**src/rtl/cond_unit.sv**
```systemverilog
// cond_unit: ARM-style condition evaluation, NZCV flag register and annulled-instruction counter
// Ports:
//   clk, reset                 clock and asynchronous active-high reset
//   StallE, FlushE             E-stage hold and bubble controls
//   CondE, FlagWriteE, ALUFlags condition field, per-half flag write enables, ALU {N,Z,C,V}
//   PCSrcE, RegWriteE, MemWriteE, BranchE  decoded side effects of the E instruction
//   ClrCntE                    synchronous clear of SkipCnt
//   CondExE                    condition passed against registered flags
//   PCSrcGE, RegWriteGE, MemWriteGE  condition- and flush-gated side effects
//   FlagsQ, SkipCnt            registered {N,Z,C,V} and saturating annul count
module cond_unit #(
  parameter int CNT_W = 16
) (
  input  logic             clk,
  input  logic             reset,
  input  logic             StallE,
  input  logic             FlushE,
  input  logic [3:0]       CondE,
  input  logic [1:0]       FlagWriteE,
  input  logic [3:0]       ALUFlags,
  input  logic             PCSrcE,
  input  logic             RegWriteE,
  input  logic             MemWriteE,
  input  logic             BranchE,
  input  logic             ClrCntE,
  output logic             CondExE,
  output logic             PCSrcGE,
  output logic             RegWriteGE,
  output logic             MemWriteGE,
  output logic [3:0]       FlagsQ,
  output logic [CNT_W-1:0] SkipCnt
);
  logic n, z, c, v, lt;
  logic [15:0] pass;
  logic go;
  assign {n, z, c, v} = FlagsQ;
  assign lt = n ^ v;
  // one result bit per condition code, indexed by CondE; code 1111 is reserved and never passes
  assign pass = {1'b0, 1'b1, z | lt, ~z & ~lt, lt, ~lt, ~c | z, c & ~z,
                 ~v, v, ~n, n, ~c, c, ~z, z};
  assign CondExE    = pass[CondE];
  assign go         = ~StallE & ~FlushE;
  assign PCSrcGE    = (PCSrcE | BranchE) & CondExE & ~FlushE;
  assign RegWriteGE = RegWriteE & CondExE & ~FlushE;
  assign MemWriteGE = MemWriteE & CondExE & ~FlushE;
  always_ff @(posedge clk or posedge reset) begin
    if (reset) begin
      FlagsQ  <= '0;
      SkipCnt <= '0;
    end else begin
      if (go & CondExE & FlagWriteE[1]) FlagsQ[3:2] <= ALUFlags[3:2];
      if (go & CondExE & FlagWriteE[0]) FlagsQ[1:0] <= ALUFlags[1:0];
      if (ClrCntE) SkipCnt <= '0;
      else if (go & ~CondExE & (SkipCnt != '1)) SkipCnt <= SkipCnt + CNT_W'(1);
    end
  end
endmodule

```
**config.mk**
```make
export PLATFORM = sky130hd
export DESIGN_NAME = cond_unit
export DESIGN_NICKNAME = d
export VERILOG_FILES = /design/src/rtl/cond_unit.sv
export SDC_FILE = /design/constraint.sdc
export NUM_CORES = 1
export LEC_CHECK = 0
export CAP_MARGIN = 20
export CORE_MARGIN = 5
export CORE_UTILIZATION = 47
export CTS_CLUSTER_SIZE = 16
export DETAILED_ROUTE_END_ITERATION = 7
export GPL_TIMING_DRIVEN = 0
export PLACE_DENSITY = 0.85
export SLEW_MARGIN = 20
export SYNTH_ARGS = -nofsm -noshare
export SYNTH_HDL_FRONTEND = slang
export SYNTH_SLANG_ARGS = --single-unit
```
**constraint.sdc**
```tcl
create_clock -name clk -period 4.54 [get_ports clk]
set_clock_uncertainty 0.05 [all_clocks]
set_input_delay 0.908 -clock clk [delete_from_list [all_inputs] [get_ports clk]]
set_output_delay 0.908 -clock clk [all_outputs]
set_load 0.02 [all_outputs]
```
==> metrics.txt, run 1 <==
status=finished clean; layout cells sized above 1=about 7.6%; vias in the first global route=around 1200; worst slack, placed=-0.201 ns; DP Wirelength=2450 um; dpl cell area=0.00159 sq mm; mux contribution to synthesized area=7.56%; number of non-filler instances in the completed layout=199; Post-DRT Antenna Nets=0; Max Cap Viol=0; count leader, synth=dfrtp_1; largest buffer count on any clock path=2; die height=between 50 and 60 um; largest family of logic cells by synthesized area=simple AND/OR/NAND/NOR gates; clock latency on the worst-skew pair=0.31 ns; Initial Utilization=50.2%; # rows=17; Rel. slew slack=48.5%; min-delay worst type=reg2reg; CTS tree=built; Post-synth EDFFs=0; fraction of registers with async set/reset=100%; Lkg Pwr=0.631 nW; Crit Path Class=in2out; Yosys top cell by area=dfrtp_1; top-area cell type share of the netlist area=a little over two fifths; # fillers=~210; Pwr Density=between 300 and 400 mW/mm^2; final instance area=0.00163 sq mm; GRT Resource Usage Total=19.7%; drc violations=0; hold buffer count at cts=0; Root Buffer=clkbuf_4; Vias per Instance=5.96; Worst Path Required=3.58 ns; Synth Area in Adders=approximately 1.1%; Cells after DPL=194; routed len/inst=16.7 um; count of cell types in the netlist=29; total wire length=3320 um; final period utilization=96.5%; largest net degree at the start of global routing=21; area occupied by multi-input gates=611 sq um; Die Width=59.3 um; Startpoint Class=input pin; # diodes=0; first-pass GRT wire length=roughly 5400 um; PnR worst setup slack=0.160 ns; Num CTS Buffers=3; Final Wtd Congestion=slightly above 0.8; H-tree depth=1; GRT overflow=0; Area Growth Syn to Fin=42.5%; Synth Area in Simple Gates=27.5%; Syn Inst Count=around 130; max-slew violation count=0; Main synth FF type=dfrtp_1; DR iter-0 viols=27; final hold violations=0; Tmin final=between 4 and 5 ns; total clock sinks=20; actual slew at the worst max-slew pin=0.772 ns; drt first pass iters=4; Post-Synth XOR/XNOR Area=under 10%; CP Max Fanout=6; #FFs+latches synth=20; top cells by count, synth=dfrtp_1 (20), a21oi_1 (12), o21ai_0 (10), nand2_1 (9), or3_1 (9); post-synthesis sequential area ratio=a little over two fifths; number of synthesis warnings=0; FF/Latch Area=approximately 500 sq um; final setup violation count=0; critical path arrival=about 3.4 ns; Max VDD drop=0.000278 V; syn nets=~150; post-synthesis compound-gate area fraction=15.0%; Fmax=0.228 GHz; Synth area leaders=dfrtp_1 (44%), a21oi_1 (5.3%), mux2_2 (4.9%); core footprint=0.00228 sq mm; DR vias=~1200; CP Capture Type=primary output; antenna violations before repair=0; RSZ-0062 raised after global routing=false; Clk pin slew, worst setup/hold paths=0.11 ns; Final nets=approximately 190; I/O Buffers=41; Post-Syn Area per Cell=9.14 sq um; full die area=0.00352 sq mm; I/O Pins=43; mapped cell area=between 0.001 and 0.0015 sq mm
[final timing paths]
| kind | cells after the start | end | start | slack [ns] |
|---|---|---|---|---|
| max in group asynchronous | 2 | SkipCnt[6]$_DFFE_PP0P_ | reset | 2.98 |
| max reg2reg | 8 | SkipCnt[13]$_DFFE_PP0P_ | FlagsQ[2]$_DFFE_PP0P_ | 1.50 |
| min in group asynchronous | 2 | SkipCnt[11]$_DFFE_PP0P_ | reset | 0.97 |
| max | 7 | CondExE | CondE[1] | 0.16 |
| min | 2 | SkipCnt[5]$_DFFE_PP0P_ | SkipCnt[5]$_DFFE_PP0P_ | 0.54 |
| min reg2reg | 2 | SkipCnt[5]$_DFFE_PP0P_ | SkipCnt[5]$_DFFE_PP0P_ | 0.54 |
[logic make-up after synthesis]
family / Yosys count
simple gates: 56
compound gates: 29
flops: 20
buf+inv: 8
mux: 8
xor+xnor: 3
fa+ha+maj: 1
[cells in the final DEF, fill, tap and decap left out, drive strengths merged, types with 2 or more instances in the layout]
cell,n
clkbuf,8
or3,9
inv,2
nand3,7
buf,3
mux2i,3
o21ai,10
nor2,5
or4,5
nor4,3
nand4,4
xor2,2
nand2,9
clkdlybuf4s50,38
and3,2
o31ai,4
dfrtp,20
a21oi,12
dlygate4sd2,3
nor3,2
mux2,5
nor2b,6
and2,2
[layout make-up]
cell class	count	area share (%)
Timing Repair Buffer	42	25.4
Multi-Input combinational cell	97	37.5
Inverter	2	0.461
Clock buffer	4	2.23
Tap cell	28	2.15
Buffer	6	1.46
Sequential cell	20	30.7
[layer usage]
layer  vias to the layer above  part of all wire (%)  global-route usage [%]
li1                        557                     -                       -
met5                         -                     0                       0
met3                         6                   7.0                    3.70
met4                         0                   1.6                    10.7
met2                        54                    51                    32.8
met1                       569                    40                    23.7
[flip-flops by register name, summed over array words and instances (netlist names)]
register  flops
FlagsQ        4
SkipCnt      16
[timing repair]
action / in CTS / in global routing
endpoints found under the setup margin: 3 / 0
setup buffers: 1 / 0
resized for setup: 3 / 0
[worst max-delay path: stages]
cell and delay (ns):
clkdlybuf4s50_1 0.50, or4b_1 0.54, and3_1 0.19, a221oi_2 0.31, xor2_1 0.22, buf_4 0.15, clkdlybuf4s50_1 0.59
[stage by stage]
step | hold slack [ns] | TNS, ns | util, % | power, mW
6_report | 0.541 | 0 | 71.5 | 0.535
5_1_grt | 0.567 | 0 | 71.5 | 0.561
4_1_cts | 0.545 | 0 | 71.5 | 0.538
3_5_place_dp | 0.525 | -0.593 | 69.8 | 0.430
3_3_place_gp | 0.494 | -0.353 | 69.8 | 0.421
2_1_floorplan | 0.594 | 0 | - | 0.332
[power breakdown]
group	internal (mW)	switching [mW]	total (mW)
Sequential	0.198	0.0236	0.221
Combinational	0.106	0.101	0.207
Clock	0.0490	0.0573	0.106
Power figures use the tool's default switching activity.
==> run 2, diff against run 1 <==
Settings changed: CAP_MARGIN 20 to unset, CORE_UTILIZATION 47 to 43, PLACE_DENSITY 0.85 to 0.78.
Clock period 4.54 ns to 4.9 ns, I/O delays scaled along.
==> metrics.txt, run 2 (synthesis gave the netlist of run 1 again) <==
Cells after DPL=196; # fillers=206; Total Neg Setup Slack=0 ns; Biggest register=SkipCnt; Post-DRT Antenna Nets=0; commonest non-fill, non-tap cell in the layout=clkdlybuf4s50_1; RSZ-0062 raised after global routing=false; crit path cell chain=clkdlybuf4s50_1, or4b_1, and3_1, a221oi_4, xor2_2, nor2b_2, and2_1, clkdlybuf4s50_1; total clock sinks=20; critical path arrival=3.73 ns; min-delay worst type=reg2reg; vias in the first global route=1182; max FFs per register=16; final setup violation count=0; hold slack=0.541 ns; Clk pin slew, worst setup/hold paths=around 0.11 ns; dpl cell area=0.00159 sq mm; PnR worst setup slack=0.140 ns; DR vias=1166; RR Startpoint=FlagsQ[2]$_DFFE_PP0P_; leading registers by flop count=SkipCnt (16), FlagsQ (4); area occupied by multi-input gates=632 sq um; Initial Utilization=45.7%; # diodes=0; total wire length=roughly 3200 um; # rows=18; FF/Latch Area=between 500 and 600 sq um; Vias per Instance=5.86; core footprint=0.00250 sq mm; largest buffer count on any clock path=2; antenna violations before repair=0; worst slack, placed=0.0165 ns; first-pass GRT wire length=5240 um; drc violations=0; hold_sp=SkipCnt[5]$_DFFE_PP0P_; delay-heaviest family, CP=buffers and inverters; Crit path top cell by count=clkdlybuf4s50_1; most frequent cells in the layout=clkdlybuf4s50_1 (39), dfrtp_1 (20), a21oi_1 (12); Lkg Pwr=0.644 nW; CP Buf/Inv Count=2; number of non-filler instances in the completed layout=roughly 200; layout cells sized above 1=7.69%; Rel. slew slack=48.3%; Num CTS Buffers=3; Max VDD drop=0.000272 V; Startpoint Class=input pin; crit-path max cell delay=0.59 ns; Final nets=around 190; GRT overflow=0; die height=61.5 um; Final Wtd Congestion=0.794; Root Buffer=clkbuf_4; clock latency on the worst-skew pair=0.31 ns; full die area=0.00379 sq mm; actual slew at the worst max-slew pin=0.775 ns; Post-CTS Setup Repair Bufs=0; Critical-path top delay cell=clkdlybuf4s50_1; routed len/inst=~16 um; final hold violations=0; final period utilization=between 90% and 100%; DP Wirelength=approximately 2400 um; CP Capture Type=primary output; Crit Path Class=in2out; status=finished clean; H-tree depth=1; Area Growth Syn to Fin=43.5%; I/O Buffers=41; Tmin final=4.76 ns; final instance area=0.00164 sq mm; max-slew violation count=0; I/O Pins=43; largest net degree at the start of global routing=21; DR iter-0 viols=54; drt first pass iters=4; Die Width=a little over 60 um; Worst setup startpoint=CondE[1]; Worst Path Required=3.87 ns; Max Cap Viol=0; Fmax=0.210 GHz; CP Max Fanout=6; Pwr Density=between 200 and 300 mW/mm^2; GRT Resource Usage Total=between 10% and 20%; CTS tree=built
## run 2: changes by cell type in the layout (fill, tap and decap cells not counted)
cell,change
a221oi_2,-1
a221oi_4,+1
buf_4,-1
clkbuf_8,-1
clkdlybuf4s50_1,+1
dlygate4sd2_1,-3
dlymetal6s2s_1,+2
nor2b_1,-1
nor2b_2,+1
xor2_1,-1
xor2_2,+1
## run 2: through the flow
stage	total power [mW]	utilization, %
2_1_floorplan	0.307	-
3_3_place_gp	0.390	63.6
3_5_place_dp	0.396	63.6
4_1_cts	0.475	64.5
5_1_grt	0.509	65.6
6_report	0.482	65.6
## run 2: final timing paths
kind	endpoint	slack [ns]	cells past startpoint
worst max register to register	SkipCnt[1]$_DFFE_PP0P_	1.93	8
max in group asynchronous	SkipCnt[15]$_DFFE_PP0P_	3.27	2
min in group asynchronous	SkipCnt[13]$_DFFE_PP0P_	1.05	2
worst max-delay path	MemWriteGE	0.14	8
worst min register to register	SkipCnt[5]$_DFFE_PP0P_	0.54	2
worst min-delay path	SkipCnt[5]$_DFFE_PP0P_	0.54	2
## run 2: layer usage
metal  wire length (um)  GRT usage (%)  up-vias
met5                  0              0        -
met4                 51           7.88        0
met3                205           2.94        7
met1               1340           22.3      559
met2               1660           32.1       47
li1                   -              -      553
## run 2: power by group
part / internal [mW] / total, mW / leakage, nW / switching (mW)
Combinational: 0.101 / 0.197 / 0.359 / 0.0959
Clock: 0.0287 / 0.0808 / 0.0138 / 0.0520
Sequential: 0.183 / 0.204 / 0.271 / 0.0213
Total: 0.313 / 0.482 / 0.644 / 0.169
## run 2: timing repair
item / CTS / global route
setup endpoints to repair: 0 / 3
resized for setup: 0 / 5
hold buffers: 0 / 0
## run 2: cell type report
type                            instances  share of cell area (%)
Buffer                                  6                    1.45
Clock buffer                            3                    1.37
Inverter                                2                   0.458
Multi-Input combinational cell         97                    38.5
Sequential cell                        20                    30.5
Tap cell                               30                    2.29
Timing Repair Buffer                   41                    25.3
## run 2: worst min-delay path, delay by kind of cell, from the launching register on
kind	cells	cell delay (ns)
flip-flops	1	0.42
AO/OA/AOI/OAI	2	0.14
